### src/rtl/serial_frame_tx_if.sv
// Parallel-load / serial-out bundle between a frame source and the serial transmitter.
interface serial_frame_tx_if #(
  parameter int WIDTH = 8
);
  logic [WIDTH-1:0] d;
  logic             ld;
  logic             tx;
  logic             busy;
  logic             done;

  modport master (output d, ld, input tx, busy, done);
  modport slave  (input d, ld, output tx, busy, done);
endinterface

### src/rtl/serial_frame_tx.sv
// Serial frame transmitter: start bit, data LSB first, optional even parity, stop bit.
// All state moves on the falling edge of c; every output comes straight from a flop.
//
// state | meaning
// IDLE  | line high, waiting for ld
// START | line low for one bit period
// DATA  | shifting out the latched word, LSB first
// PAR   | even-parity bit of the latched word
// STOP  | line high for one bit period, done in its last cycle
module serial_frame_tx #(
  parameter int WIDTH  = 8,
  parameter int DIV    = 16,
  parameter int PARITY = 0
) (
  input  logic               c,
  input  logic               re_,
  serial_frame_tx_if.slave   bus
);

  localparam int DCW = (DIV > 1) ? $clog2(DIV) : 1;
  localparam int BCW = (WIDTH > 1) ? $clog2(WIDTH) : 1;
  localparam logic [DCW-1:0] DIV_LAST = DCW'(DIV - 1);
  localparam logic [BCW-1:0] BIT_LAST = BCW'(WIDTH - 1);

  typedef enum logic [2:0] {IDLE, START, DATA, PAR, STOP} state_t;

  state_t           state_q, state_n;
  logic [DCW-1:0]   div_q, div_n;
  logic [BCW-1:0]   bit_q, bit_n;
  logic [WIDTH-1:0] sh_q, sh_n;
  logic             par_q, par_n;
  logic             tx_q, tx_n;
  logic             busy_q, busy_n;
  logic             done_q, done_n;
  logic             div_last;

  assign div_last = (div_q == DIV_LAST);

  always_comb begin
    state_n = state_q;
    div_n   = div_q;
    bit_n   = bit_q;
    sh_n    = sh_q;
    par_n   = par_q;
    case (state_q)
      IDLE: begin
        if (bus.ld) begin
          state_n = START;
          div_n   = '0;
          sh_n    = bus.d;
          par_n   = ^bus.d;
        end
      end
      START: begin
        if (div_last) begin
          div_n   = '0;
          bit_n   = '0;
          state_n = DATA;
        end else begin
          div_n = div_q + 1'b1;
        end
      end
      DATA: begin
        if (div_last) begin
          div_n = '0;
          sh_n  = sh_q >> 1;
          if (bit_q == BIT_LAST) begin
            bit_n   = '0;
            state_n = (PARITY != 0) ? PAR : STOP;
          end else begin
            bit_n = bit_q + 1'b1;
          end
        end else begin
          div_n = div_q + 1'b1;
        end
      end
      PAR: begin
        if (div_last) begin
          div_n   = '0;
          state_n = STOP;
        end else begin
          div_n = div_q + 1'b1;
        end
      end
      STOP: begin
        if (div_last) begin
          div_n   = '0;
          state_n = IDLE;
        end else begin
          div_n = div_q + 1'b1;
        end
      end
      default: state_n = IDLE;
    endcase

    // Outputs are decoded from the next state so they land in flops with zero extra latency.
    tx_n = 1'b1;
    case (state_n)
      START:   tx_n = 1'b0;
      DATA:    tx_n = sh_n[0];
      PAR:     tx_n = par_n;
      default: tx_n = 1'b1;
    endcase
    busy_n = (state_n != IDLE);
    done_n = (state_n == STOP) && (div_n == DIV_LAST);
  end

  always_ff @(negedge c) begin
    if (!re_) begin
      state_q <= IDLE;
      div_q   <= '0;
      bit_q   <= '0;
      sh_q    <= '0;
      par_q   <= 1'b0;
      tx_q    <= 1'b1;
      busy_q  <= 1'b0;
      done_q  <= 1'b0;
    end else begin
      state_q <= state_n;
      div_q   <= div_n;
      bit_q   <= bit_n;
      sh_q    <= sh_n;
      par_q   <= par_n;
      tx_q    <= tx_n;
      busy_q  <= busy_n;
      done_q  <= done_n;
    end
  end

  assign bus.tx   = tx_q;
  assign bus.busy = busy_q;
  assign bus.done = done_q;

endmodule

### src/flat_wrapper.sv
// flat-port wrapper written by rule: the top's interface ports become plain ports
module serial_frame_tx_flat 
#(
  parameter int WIDTH  = 8,
  parameter int DIV    = 16,
  parameter int PARITY = 0
)
  (c, re_, bus_d, bus_ld, bus_tx, bus_busy, bus_done);
  serial_frame_tx_if #(.WIDTH(WIDTH)) bus_i ();
  input  logic c;
  input  logic re_;
  input wire logic [$bits(bus_i.d)-1:0] bus_d;
  input wire logic [$bits(bus_i.ld)-1:0] bus_ld;
  output wire logic [$bits(bus_i.tx)-1:0] bus_tx;
  output wire logic [$bits(bus_i.busy)-1:0] bus_busy;
  output wire logic [$bits(bus_i.done)-1:0] bus_done;
  assign bus_i.d = bus_d;
  assign bus_i.ld = bus_ld;
  assign bus_tx = bus_i.tx;
  assign bus_busy = bus_i.busy;
  assign bus_done = bus_i.done;
  serial_frame_tx #(.WIDTH(WIDTH), .DIV(DIV), .PARITY(PARITY)) u_core (.c(c), .re_(re_), .bus(bus_i));
endmodule
### config.mk
export PLATFORM = sky130hd
export DESIGN_NAME = serial_frame_tx_flat
export DESIGN_NICKNAME = d
export VERILOG_FILES = /design/src/rtl/serial_frame_tx_if.sv /design/src/rtl/serial_frame_tx.sv /design/src/flat_wrapper.sv
export SDC_FILE = /design/constraint.sdc
export NUM_CORES = 1
export LEC_CHECK = 0
export CORE_MARGIN = 1.5
export CORE_UTILIZATION = 58
export CTS_CLUSTER_DIAMETER = 50
export DETAILED_ROUTE_END_ITERATION = 12
export PLACE_DENSITY = 0.8
export SLEW_MARGIN = 10
export SYNTH_ARGS = -nofsm -noshare
export SYNTH_HDL_FRONTEND = slang
export SYNTH_SLANG_ARGS = --single-unit
export TNS_END_PERCENT = 1
### constraint.sdc
create_clock -name c -period 2.8 [get_ports c]
set_input_delay 0.28 -clock c [delete_from_list [all_inputs] [get_ports c]]
set_output_delay 0.28 -clock c [all_outputs]
set_load 0.01 [all_outputs]
# Word-level counts from Yosys, hierarchy flattened
# Cells that the tools add are included.
# Widths: inputs -> output; s select.
[word_totals]
inputBits = 11
ff_bits = 22
word_cells = 54
out_inout_bits = 3
[classes]
eq_ne = 14
n_addsub = 2
n_mux = 20
n_reduce_logical = 9
[op_table]
columns = ["operator", "count"]
rows = [
  ["$mux 3", 9],
  ["$mux 8", 2],
  ["$pmux 8 s2", 1],
  ["$pmux 3 s5", 1],
  ["$eq 3x2->1 const B", 4],
  ["$eq 3x3->1 const B", 3],
  ["$eq 4x4->1 const B", 2],
  ["$mux 4", 2],
  ["$pmux 4 s2", 1],
  ["$reduce_xor 8->1", 1],
  ["$eq 3x1->1 const B", 2],
  ["$pmux 3 s2", 1],
  ["$reduce_and 3->1", 2],
  ["$add 4x1->4 const B", 1],
  ["$ne 2x1->1 const B", 2],
  ["$reduce_bool 2->1", 2],
  ["$reduce_or 4->1", 1],
  ["$add 3x1->3 const B", 1],
  ["$logic_not 3->1", 1],
  ["$pmux 1 s3", 1],
  ["$reduce_bool 3->1", 1],
  ["$mux 1", 2],
  ["$ne 2x2->1 const B", 1],
  ["$logic_and 1x1->1", 1],
]

# Longest topological paths before layout
[logic_depth]
depth_word = 6
mapped_depth = 7
mapped_depth_nobuf = 6

==> flow_metrics.tcl <==
set metrics [dict create \
    clk_latency_ns 0.38 \
    firstDrtPassIters 4 \
    syn_area_sq_um 1140 \
    crit_buf_inv 1 \
    clock_skew_ns 0.0159 \
    drc 0 \
    root_buffer "clkbuf_4" \
    grt_pass1_wl_um 3910 \
    nets 187 \
    cts.sinks 22 \
    vias 1112 \
    fin_cells 197 \
    p_leak_nw 0.712 \
    status "complete, no violations" \
    antenna_cells 0 \
    layout_commonest_cell "inv_1" \
    seq_area_sq_um 440 \
    fp.dieW_um 47.4 \
    die-area_sq_um 2240 \
    drv_cap 0 \
    rows 15 \
    grt_max_degree 16 \
    via_per_inst 5.64 \
    dp_hpwl_um 1830 \
    worstSetupPathType "register to primary output" \
    drt_wl_total_um 2570 \
    min_path_type "register to register" \
    cts_buffers 3 \
    finalHoldViolCount 0 \
    switching_share_pct 32.9 \
    intPower_mw 0.488 \
    dieHeight_um 47.4 \
    final_cell_area_sq_um 1500 \
    synthArstFlopShare_pct 0 \
    cp.required_ns 2.52 \
    p_seq_share_pct 47.2 \
    globalplace.congestion 0.879 \
    arrival_ns 2.35 \
    crit_start "u_core.bus.tx" \
    layout-drive-gt1-share_pct 14.5 \
    netlist_instances 130 \
    start_util_pct 64.1 \
    placed_area_sq_um 1370 \
    globalRouteOverflowTotal 0 \
    layout_common_cells "25 x inv_1, 22 x dfxtp_1, 12 x nor2_1" \
    path_clk_slew_ns 0.04 \
    fillers 106 \
    grt_usage_pct 24.6 \
    htreeDepth 1 \
    reg2reg_from "u_core.state_q[1]" \
    cp_max_fo 1 \
    tightest_slew_ns 0.557 \
    combinationalPowerShare_pct 16.1 \
    start_kind "register" \
    cp_top_family "flip-flops" \
    grt_pass1_vias 993 \
    ys_ff_latch 22 \
    cp-end-kind "primary output" \
    hold_ws_ns 0.454 \
    clockBufferDepth 2 \
    rsz0062_at_grt "no" \
    critPathSlowestCell "dfxtp_1" \
    slew_violations 0 \
    io_buffers 13 \
    area_growth_pct 31.7 \
    synth_edf_count 0 \
    ys_warn_count 0 \
    ys.flop_type "dfxtp_1" \
    clkPwrFrac_pct 36.7 \
    powerDensity_nw_per_um2 483 \
    hp-start "u_core.sh_q[2]" \
    drt_iter0_drc 16 \
    power.total_mw 0.726 \
    crit_chain "dlygate4sd2_1" \
    wl_per_cell_um 13.0 \
    ios 14 \
    yosysSeqAreaShare_pct 38.6 \
    multi_input_area_sq_um 679 \
    rrSetupSlack_ns 0.93 \
    worst_path_largest_cell_delay_ns 0.32 \
    syn_nets 144 \
    core-area_sq_um 1780 \
    antenna_left 0 \
    netSwitchingPower_mw 0.239 \
    setup_viol 0 \
    maxSlewHeadroom_pct 62.8 \
    cts_tree "built" \
    dp_cells 172 \
    post-route-util_pct 84.4 \
    syn_avg_cell_area_sq_um 8.79 \
    ir_worst_vdd_mv 0.518 \
    ys_types 40 \
    antenna_found_initial 0 \
]
synthesized netlist by cell type (2+ instances only):
cell type / number / share of area (%)
mux2i_1: 2 / 1.8
a22oi_1: 7 / 4.6
nor3_1: 2 / 0.88
buf_2: 4 / 1.8
clkbuf_1: 4 / 1.3
nand2_1: 10 / 3.3
nor2_1: 12 / 3.9
and2_1: 4 / 2.2
and3_1: 2 / 1.1
ha_1: 3 / 3.3
o211ai_1: 2 / 1.3
a2bb2oi_1: 2 / 1.5
xnor2_1: 7 / 5.4
nand2b_1: 2 / 1.1
inv_1: 4 / 1.3
a32o_1: 2 / 1.8
or3_1: 2 / 1.1
nor3b_1: 2 / 1.3
o21ai_0: 2 / 0.88
o2111ai_1: 3 / 2.3
dfxtp_1: 22 / 39
a21oi_1: 11 / 4.8
o21ai_1: 2 / 0.88
cell type report:
class / instances / share of cell area, %
Multi-Input combinational cell: 96 / 45.2
Sequential cell: 22 / 29.3
Timing Repair Buffer: 25 / 15.4
Clock inverter: 23 / 5.82
Tap cell: 25 / 2.08
Clock buffer: 3 / 1.50
Inverter: 3 / 0.749
logic make-up after synthesis:
logic type,count (synthesis),synth area share [%]
AOI/OAI and AO/OA,38,23.7
xor gates and xnor gates,8,6.13
adders and majority gates,3,3.29
buffers and inverters,12,4.38
DFF,22,38.6
muxes,2,1.75
and+or+nand+nor,45,22.2
power by group through the flow:
| stage | clock, mW | combinational [mW] | sequential (mW) |
|---|---|---|---|
| finish | 0.266 | 0.117 | 0.343 |
| global route | 0.304 | 0.128 | 0.343 |
| CTS | 0.277 | 0.115 | 0.341 |
| detailed placement | 0.0503 | 0.114 | 0.347 |
| global placement | 0.0503 | 0.111 | 0.346 |
| floorplan | 0.0503 | 0.0643 | 0.343 |
flip-flops by register name (all words and copies together) (netlist names):
| signal | count |
|---|---|
| u_core.bus.busy | 1 |
| u_core.bit_q | 3 |
| u_core.state_q | 3 |
| u_core.bus.done | 1 |
| u_core.div_q | 4 |
| u_core.par_q | 1 |
| u_core.bus.tx | 1 |
| u_core.sh_q | 8 |
final timing paths:
check / to / depth (start not counted)
setup / recovery: bus_tx / 1
hold / removal: u_core.sh_q[2] / 2
setup reg to reg: u_core.sh_q[7] / 4
hold reg to reg: u_core.sh_q[2] / 2
metal layers:
layer | part of all wire (%) | global-route usage (%) | vias up
met3 | 4.8 | 9.23 | 4
met2 | 46 | 37.8 | 26
li1 | - | - | 560
met1 | 48 | 29.1 | 522
met4 | 1.5 | 14.4 | 0
met5 | 0 | 0 | -
what timing repair did:
action,in CTS,in global routing
gates resized for setup,6,3
setup buffers,0,0
setup endpoints to repair,9,12
hold buffers,0,0
through the flow:
stage / setup TNS (ns) / setup WS [ns]
final: 0 / 0.169
after CTS: 0 / 0.0100
after global placement: -4.93 / -0.416
after global routing: 0 / 0.137
after detailed placement: -5.77 / -0.466
after floorplan: 0 / 0.127
No activity file was read; power rests on OpenSTA's default activity.
